===== src/rtl/dm_arbiter.sv =====
// dm_arbiter: shares the single-port data memory between the core and one
// external requester. The core passes straight through while the external side
// is idle. The external side gets bounded bursts, and the core is held through
// hold_o while a burst runs.
module dm_arbiter #(
    parameter int DATA_WIDTH    = 16,
    parameter int ADDRRAM_WIDTH = 10,
    parameter int WAIT_LIMIT    = 8,
    parameter int BURST_MAX     = 4,
    parameter int CNT_WIDTH     = 4
) (
    input  logic                     clock_i,
    input  logic                     nreset_i,
    input  logic [ADDRRAM_WIDTH-1:0] cpu_addr_i,
    input  logic [DATA_WIDTH-1:0]    cpu_data_i,
    input  logic                     cpu_CEn_i,
    input  logic                     cpu_OEn_i,
    input  logic                     cpu_WEn_i,
    output logic                     hold_o,
    input  logic                     ext_req_i,
    input  logic                     ext_we_i,
    input  logic [ADDRRAM_WIDTH-1:0] ext_addr_i,
    input  logic [DATA_WIDTH-1:0]    ext_data_i,
    output logic                     ext_gnt_o,
    output logic                     ext_rvalid_o,
    output logic [DATA_WIDTH-1:0]    ext_rdata_o,
    output logic [ADDRRAM_WIDTH-1:0] dm_addr_o,
    output logic [DATA_WIDTH-1:0]    dm_data_o,
    output logic                     dm_CEn_o,
    output logic                     dm_OEn_o,
    output logic                     dm_WEn_o,
    input  logic [DATA_WIDTH-1:0]    dm_data_i
);

    typedef enum logic {
        S_CPU = 1'b0,
        S_EXT = 1'b1
    } state_t;

    localparam logic [CNT_WIDTH-1:0] WAIT_MAX   = CNT_WIDTH'(WAIT_LIMIT);
    localparam logic [CNT_WIDTH-1:0] BURST_LAST = CNT_WIDTH'(BURST_MAX - 1);

    state_t                state, state_nxt;
    logic [CNT_WIDTH-1:0]  wait_cnt, wait_cnt_nxt;
    logic [CNT_WIDTH-1:0]  burst_cnt, burst_cnt_nxt;
    logic                  ext_read;
    logic                  vld_p1;
    logic [DATA_WIDTH-1:0] rdata_p1;

    // Next-state, counters and memory-port steering for the current owner.
    always_comb begin
        state_nxt     = state;
        wait_cnt_nxt  = wait_cnt;
        burst_cnt_nxt = burst_cnt;
        ext_read      = 1'b0;
        dm_addr_o     = cpu_addr_i;
        dm_data_o     = cpu_data_i;
        dm_CEn_o      = cpu_CEn_i;
        dm_OEn_o      = cpu_OEn_i;
        dm_WEn_o      = cpu_WEn_i;
        case (state)
            S_CPU: begin
                if (ext_req_i) begin
                    // Grant at once when the core is idle; otherwise only once
                    // the external side has waited its full allowance.
                    if (cpu_CEn_i || (wait_cnt == WAIT_MAX)) begin
                        state_nxt     = S_EXT;
                        wait_cnt_nxt  = '0;
                        burst_cnt_nxt = '0;
                    end else begin
                        wait_cnt_nxt = wait_cnt + 1'b1;
                    end
                end else begin
                    wait_cnt_nxt = '0;
                end
            end
            S_EXT: begin
                dm_addr_o    = ext_addr_i;
                dm_data_o    = ext_data_i;
                dm_CEn_o     = 1'b1;
                dm_OEn_o     = 1'b1;
                dm_WEn_o     = 1'b1;
                wait_cnt_nxt = '0;
                if (ext_req_i) begin
                    dm_CEn_o      = 1'b0;
                    dm_OEn_o      = ext_we_i;
                    dm_WEn_o      = ~ext_we_i;
                    ext_read      = ~ext_we_i;
                    burst_cnt_nxt = burst_cnt + 1'b1;
                    if (burst_cnt == BURST_LAST) begin
                        state_nxt = S_CPU;
                    end
                end else begin
                    state_nxt = S_CPU;
                end
            end
            default: state_nxt = S_CPU;
        endcase
    end

    // State and counter registers; reset drops any burst in progress.
    always_ff @(posedge clock_i or negedge nreset_i) begin
        if (!nreset_i) begin
            state     <= S_CPU;
            wait_cnt  <= '0;
            burst_cnt <= '0;
        end else begin
            state     <= state_nxt;
            wait_cnt  <= wait_cnt_nxt;
            burst_cnt <= burst_cnt_nxt;
        end
    end

    // Read return stage: flag one cycle after an external read strobe and keep
    // the last returned word for the external side between reads.
    always_ff @(posedge clock_i or negedge nreset_i) begin
        if (!nreset_i) begin
            vld_p1   <= 1'b0;
            rdata_p1 <= '0;
        end else begin
            vld_p1 <= ext_read;
            if (vld_p1) begin
                rdata_p1 <= dm_data_i;
            end
        end
    end

    assign hold_o       = (state == S_EXT);
    assign ext_gnt_o    = (state == S_EXT);
    assign ext_rvalid_o = vld_p1;
    assign ext_rdata_o  = vld_p1 ? dm_data_i : rdata_p1;

endmodule


===== config.mk =====
export PLATFORM = sky130hd
export DESIGN_NAME = dm_arbiter
export DESIGN_NICKNAME = d
export VERILOG_FILES = /design/src/rtl/dm_arbiter.sv
export SDC_FILE = /design/constraint.sdc
export NUM_CORES = 1
export LEC_CHECK = 0
export BUFFER_PORTS_ARGS = -buffer_cell sky130_fd_sc_hd__buf_2
export CAP_MARGIN = 5
export CORE_MARGIN = 2
export CORE_UTILIZATION = 30
export CTS_CLUSTER_SIZE = 40
export DETAILED_ROUTE_END_ITERATION = 10
export PLACE_DENSITY_LB_ADDON = 0.08
export RECOVER_POWER = 50
export REMOVE_ABC_BUFFERS = 1
export SETUP_SLACK_MARGIN = 0.15
export SLEW_MARGIN = 10
export SYNTH_ARGS = -nofsm -noshare
export SYNTH_HDL_FRONTEND = slang
export SYNTH_SLANG_ARGS = --single-unit

===== constraint.sdc =====
create_clock -name clock_i -period 1.85 [get_ports clock_i]
set_input_delay 0.2775 -clock clock_i [delete_from_list [all_inputs] [get_ports clock_i]]
set_output_delay 0.2775 -clock clock_i [all_outputs]
set_load 0.1 [all_outputs]

# ---- Word level (Yosys, flattened, before mapping)
# Cells that the tools add are included.
dict set report word_totals {
  register_bits 26
  output_inout_bits 48
  elab_cells 39
}
dict set report op_classes {
  add_sub_neg 2
  eq_ne 5
  mux 23
  bitwise_logic 2
  n_reduce_logical 2
}
# op count
set ops {}
lappend ops {{16-bit two-way mux} 2}
lappend ops {{4-bit two-way mux} 5}
lappend ops {{4-bit case mux with 2 select lines} 2}
lappend ops {{1-bit two-way mux} 12}
lappend ops {{10-bit two-way mux} 1}
lappend ops {{4-bit by 1-bit adder with 4-bit output, second input constant} 2}
lappend ops {{2-bit inequality test, second input constant} 3}
lappend ops {{4-bit by 2-bit equality test with 1-bit output, second input constant} 1}
lappend ops {{4-bit equality test, second input constant} 1}
lappend ops {{3-bit AND reduction} 1}
lappend ops {{1-bit inverter} 2}
lappend ops {{1-bit case mux with 2 select lines} 1}
lappend ops {{1-bit logical OR} 1}

# ---- Longest topological paths before layout
dict set report logic_depth {
  depth_word 5
  mapped_depth 5
  depth_no_buf 5
}

# ---- Worst setup path after synthesis
# Ideal clock, no wire load.
dict set report synth_path {
  path_type {register to output}
  from {reg state (netlist: ext_gnt_o)}
  to {out dm_CEn_o}
  t_arrival_ns 3.020
  required_ns 1.572
  path_slack_ns -1.448
  path_stages_with_launch 4
  path_cell_list {dfrtp_1 > buf_4 > buf_2 > mux2i_1}
}
dict set report synth_via {
  elab_chain_len 1
}
# element line_no
set synth_lines {}
lappend synth_lines {{from (decl)} 43} ;# state_t state, state_nxt;
lappend synth_lines {{from (signal assigned)} 108} ;# state <= state_nxt;
lappend synth_lines {{1-bit two-way mux} 61} ;# case (state)
lappend synth_lines {{to (decl)} 29} ;# output logic dm_CEn_o,
# No other way between the ends.

# ---- Worst setup path in the final report
dict set report layout_path {
  from {reg state (netlist: ext_gnt_o)}
  to {out dm_addr_o[6]}
}
dict set report layout_via {
  elab_chain_len 1
}
# element line_no
set layout_lines {}
lappend layout_lines {{10-bit two-way mux} 61}
lappend layout_lines {{to (decl)} 27} ;# output logic [ADDRRAM_WIDTH-1:0] dm_addr_o,
# No other way between the ends.

==> results.sh <==
export IMPL_hpwl_um=3260
export IMPL_rrSetupSlack_ns=0.45
export IMPL_area_growth_synth_to_final_pct=106
export IMPL_period_share=0.943
export IMPL_synth_simple_area_share=0.0704
export IMPL_via_per_inst=4.64
export IMPL_p_leak_nw=1.42
export IMPL_synth_top_area_frac=0.458
export IMPL_synth_top_family_by_area="multiplexers"
export IMPL_grt_use_total=0.146
export IMPL_hold_depth=2
export IMPL_period_needed_ns=1.74
export IMPL_initial_core_util=0.307
export IMPL_die_h_um=72.8
export IMPL_grt_pass1_wl_um=6070
export IMPL_clock_latency_ns=0.27
export IMPL_drive_above_1_share=0.707
export IMPL_async_flop_share=1.00
export IMPL_drt_iter0_drc=43
export IMPL_r2r_start="ext_gnt_o$_DFF_PN0_"
export IMPL_required_ns=1.57
export IMPL_synth_edff_count=0
export IMPL_syn_inst=113
export IMPL_r2r_end="burst_cnt[3]$_DFFE_PN0P_"
export IMPL_end_kind="output pin"
export IMPL_fillers=366
export IMPL_netlist_top_cells_area="dfrtp_1 46%, mux2_2 33%, ha_1 2.6%"
export IMPL_synth_ff_type="dfrtp_1"
export IMPL_crit_type="reg2out"
export IMPL_clockBufferDepth=2
export IMPL_synthXorXnorAreaFrac=0.0123
export IMPL_hold_end="ext_rvalid_o$_DFF_PN0_"
export IMPL_root_buffer="clkbuf_8"
export IMPL_vdd_drop_max_mv=0.637
export IMPL_hold_buffers=0
export IMPL_reg2reg_depth=4
export IMPL_core_rowCount=25
export IMPL_worst_pin_slew_ns=1.37
export IMPL_arrival_ns=1.47
export IMPL_ioPinCount=123
export IMPL_synthAdderAreaFrac=0.0264
export IMPL_dr_pass1_iters=3
export IMPL_grt_max_degree=37
export IMPL_crit_start="ext_gnt_o$_DFF_PN0_"
export IMPL_synth_area_per_cell_um2=12.6
export IMPL_ctsHtreeMaxLevel=1
export IMPL_nets=321
export IMPL_ys_ff_latch=26
export IMPL_die_w_um=72.8
export IMPL_drc=0
export IMPL_final_cells=296
export IMPL_clk_pin_slew_ns=0.09
export IMPL_yosysTopAreaCell="dfrtp_1"
export IMPL_slew_headroom=0.0867
export IMPL_coreArea_um2=4630
export IMPL_synth_common_cells="42 x mux2_2, 26 x dfrtp_1, 9 x nor2_1"
export IMPL_antenna_found_initial=0
export IMPL_synth_compound_area_frac=0.0440
export IMPL_p_per_area_nw_per_um2=1070
export IMPL_skew_ns=0.00647
export IMPL_cts_tree="built"
export IMPL_synth_most_common_cell="mux2_2"
export IMPL_grt_overflow=0
export IMPL_routed_wirelength_um=4200
export IMPL_start_kind="flop"
export IMPL_postRouteAntennaNets=0
export IMPL_synthMuxAreaShare=0.347
export IMPL_run_status="finished, final reports clean"
export IMPL_die_area_um2=5300
export IMPL_fmaxAchievable_ghz=0.573
export IMPL_finalSetupViolCount=0
export IMPL_drv_slew=0
export IMPL_seq_area_frac_synth=0.458
export IMPL_antenna_cells=0
export IMPL_routedWlPerCell_um=14.2
export IMPL_cts_sinks=26
export IMPL_synth_distinct_cells=24
export IMPL_num_vias=1372
export IMPL_cts_buffers=3
export IMPL_hp_class="in2reg"
export IMPL_ys_warn_count=0
export IMPL_hold_start="ext_we_i"
export IMPL_cp_max_fo=18
export IMPL_finalSetupTns_ns=0
export IMPL_netlist_area_um2=1420
export IMPL_portBuffers=122
export IMPL_hold_viol_final=0
export IMPL_place_inst=284
export IMPL_drv_cap=0
export IMPL_grt_pass1_vias=1343
export IMPL_rsz0062_at_grt="true"
export IMPL_routabilityCongestion=0.722
-- kinds of logic after synthesis --
family,Yosys count
multiplexers,44
flip-flops,26
AND/OR/NAND/NOR,18
buffers and inverters,12
AO/OA/AOI/OAI,8
adder cells (fa/ha/maj),3
XOR/XNOR,2
-- worst max-delay path: stages, from the launching register on --
cell and delay [ns]:
dfrtp_2 0.45, clkbuf_16 0.21, mux2_2 0.37, buf_12 0.17
-- layer usage --
| metal | vias to the layer above | track usage | share of wire |
|---|---|---|---|
| met3 | 2 | 0.0622 | 0.084 |
| met1 | 658 | 0.159 | 0.37 |
| met4 | 0 | 0.0247 | 0.0060 |
| met2 | 56 | 0.267 | 0.54 |
| li1 | 656 | - | - |
| met5 | - | 0 | 0 |
-- through the flow --
| stage | hold WS, ns | instance area [um2] | util | power [mW] | setup slack (ns) |
|---|---|---|---|---|---|
| 2_1_floorplan | -0.0181 | 1380 | - | 2.04 | -2.34 |
| 3_3_place_gp | 0.325 | 2600 | 0.562 | 2.55 | 0.287 |
| 3_5_place_dp | 0.314 | 2600 | 0.562 | 2.56 | 0.272 |
| 4_1_cts | 0.0164 | 2740 | 0.591 | 3.00 | 0.0587 |
| 5_1_grt | 0.192 | 2930 | 0.632 | 3.24 | 0.0631 |
| 6_report | 0.189 | 2930 | 0.632 | 3.13 | 0.105 |
-- cells in the final DEF (no fill, tap or decap), types with 2 or more instances in the layout --
cell / Yosys / layout
buf_2: 6 / 73
buf_12: 0 / 44
mux2_2: 42 / 28
dfrtp_1: 26 / 24
mux2_1: 0 / 12
nor2_1: 9 / 10
buf_4: 2 / 7
inv_1: 4 / 4
clkbuf_8: 0 / 4
buf_6: 0 / 4
nand3_1: 3 / 3
ha_1: 3 / 3
mux2_4: 0 / 2
clkbuf_16: 0 / 2
dfrtp_2: 0 / 2
-- registers in the layout (all words and copies together) (netlist names) --
register and flops:
ext_gnt_o 1, rdata_p1 16, ext_rvalid_o 1, wait_cnt 4
burst_cnt 4
-- power breakdown --
| group | switching (mW) | leakage (nW) | internal [mW] |
|---|---|---|---|
| clock | 0.170 | 0.0288 | 0.190 |
| combinational | 1.34 | 1.07 | 0.721 |
| sequential | 0.0435 | 0.322 | 0.670 |
| total | 1.55 | 1.42 | 1.58 |
-- timing repair --
action,4_1_cts,5_1_grt
gates cloned,0,2
gates resized for setup,21,45
endpoints found under the setup margin,42,44
buffers inserted,2,4
-- how the worst max path moves through the flow --
| stage | end | slack, ns | cells past startpoint |
|---|---|---|---|
| 2_1_floorplan | dm_CEn_o | -2.34 | 1 |
| 3_3_place_gp | ext_rdata_o[6] | 0.29 | 3 |
| 3_5_place_dp | ext_rdata_o[9] | 0.27 | 3 |
| 4_1_cts | dm_data_o[14] | 0.06 | 3 |
| 5_1_grt | dm_addr_o[6] | 0.06 | 3 |
| 6_report | dm_addr_o[6] | 0.11 | 3 |
-- final cells by class --
| cell class | count | area (um2) | area share |
|---|---|---|---|
| sequential | 26 | 653 | 0.223 |
| inverter | 4 | 15.0 | 0.00513 |
| clock buffer | 4 | 55.1 | 0.0188 |
| multi-input combinational | 75 | 717 | 0.245 |
| timing repair buffer | 133 | 1420 | 0.485 |
| tap | 54 | 67.6 | 0.0231 |
No activity file was read; power rests on OpenSTA's default activity.
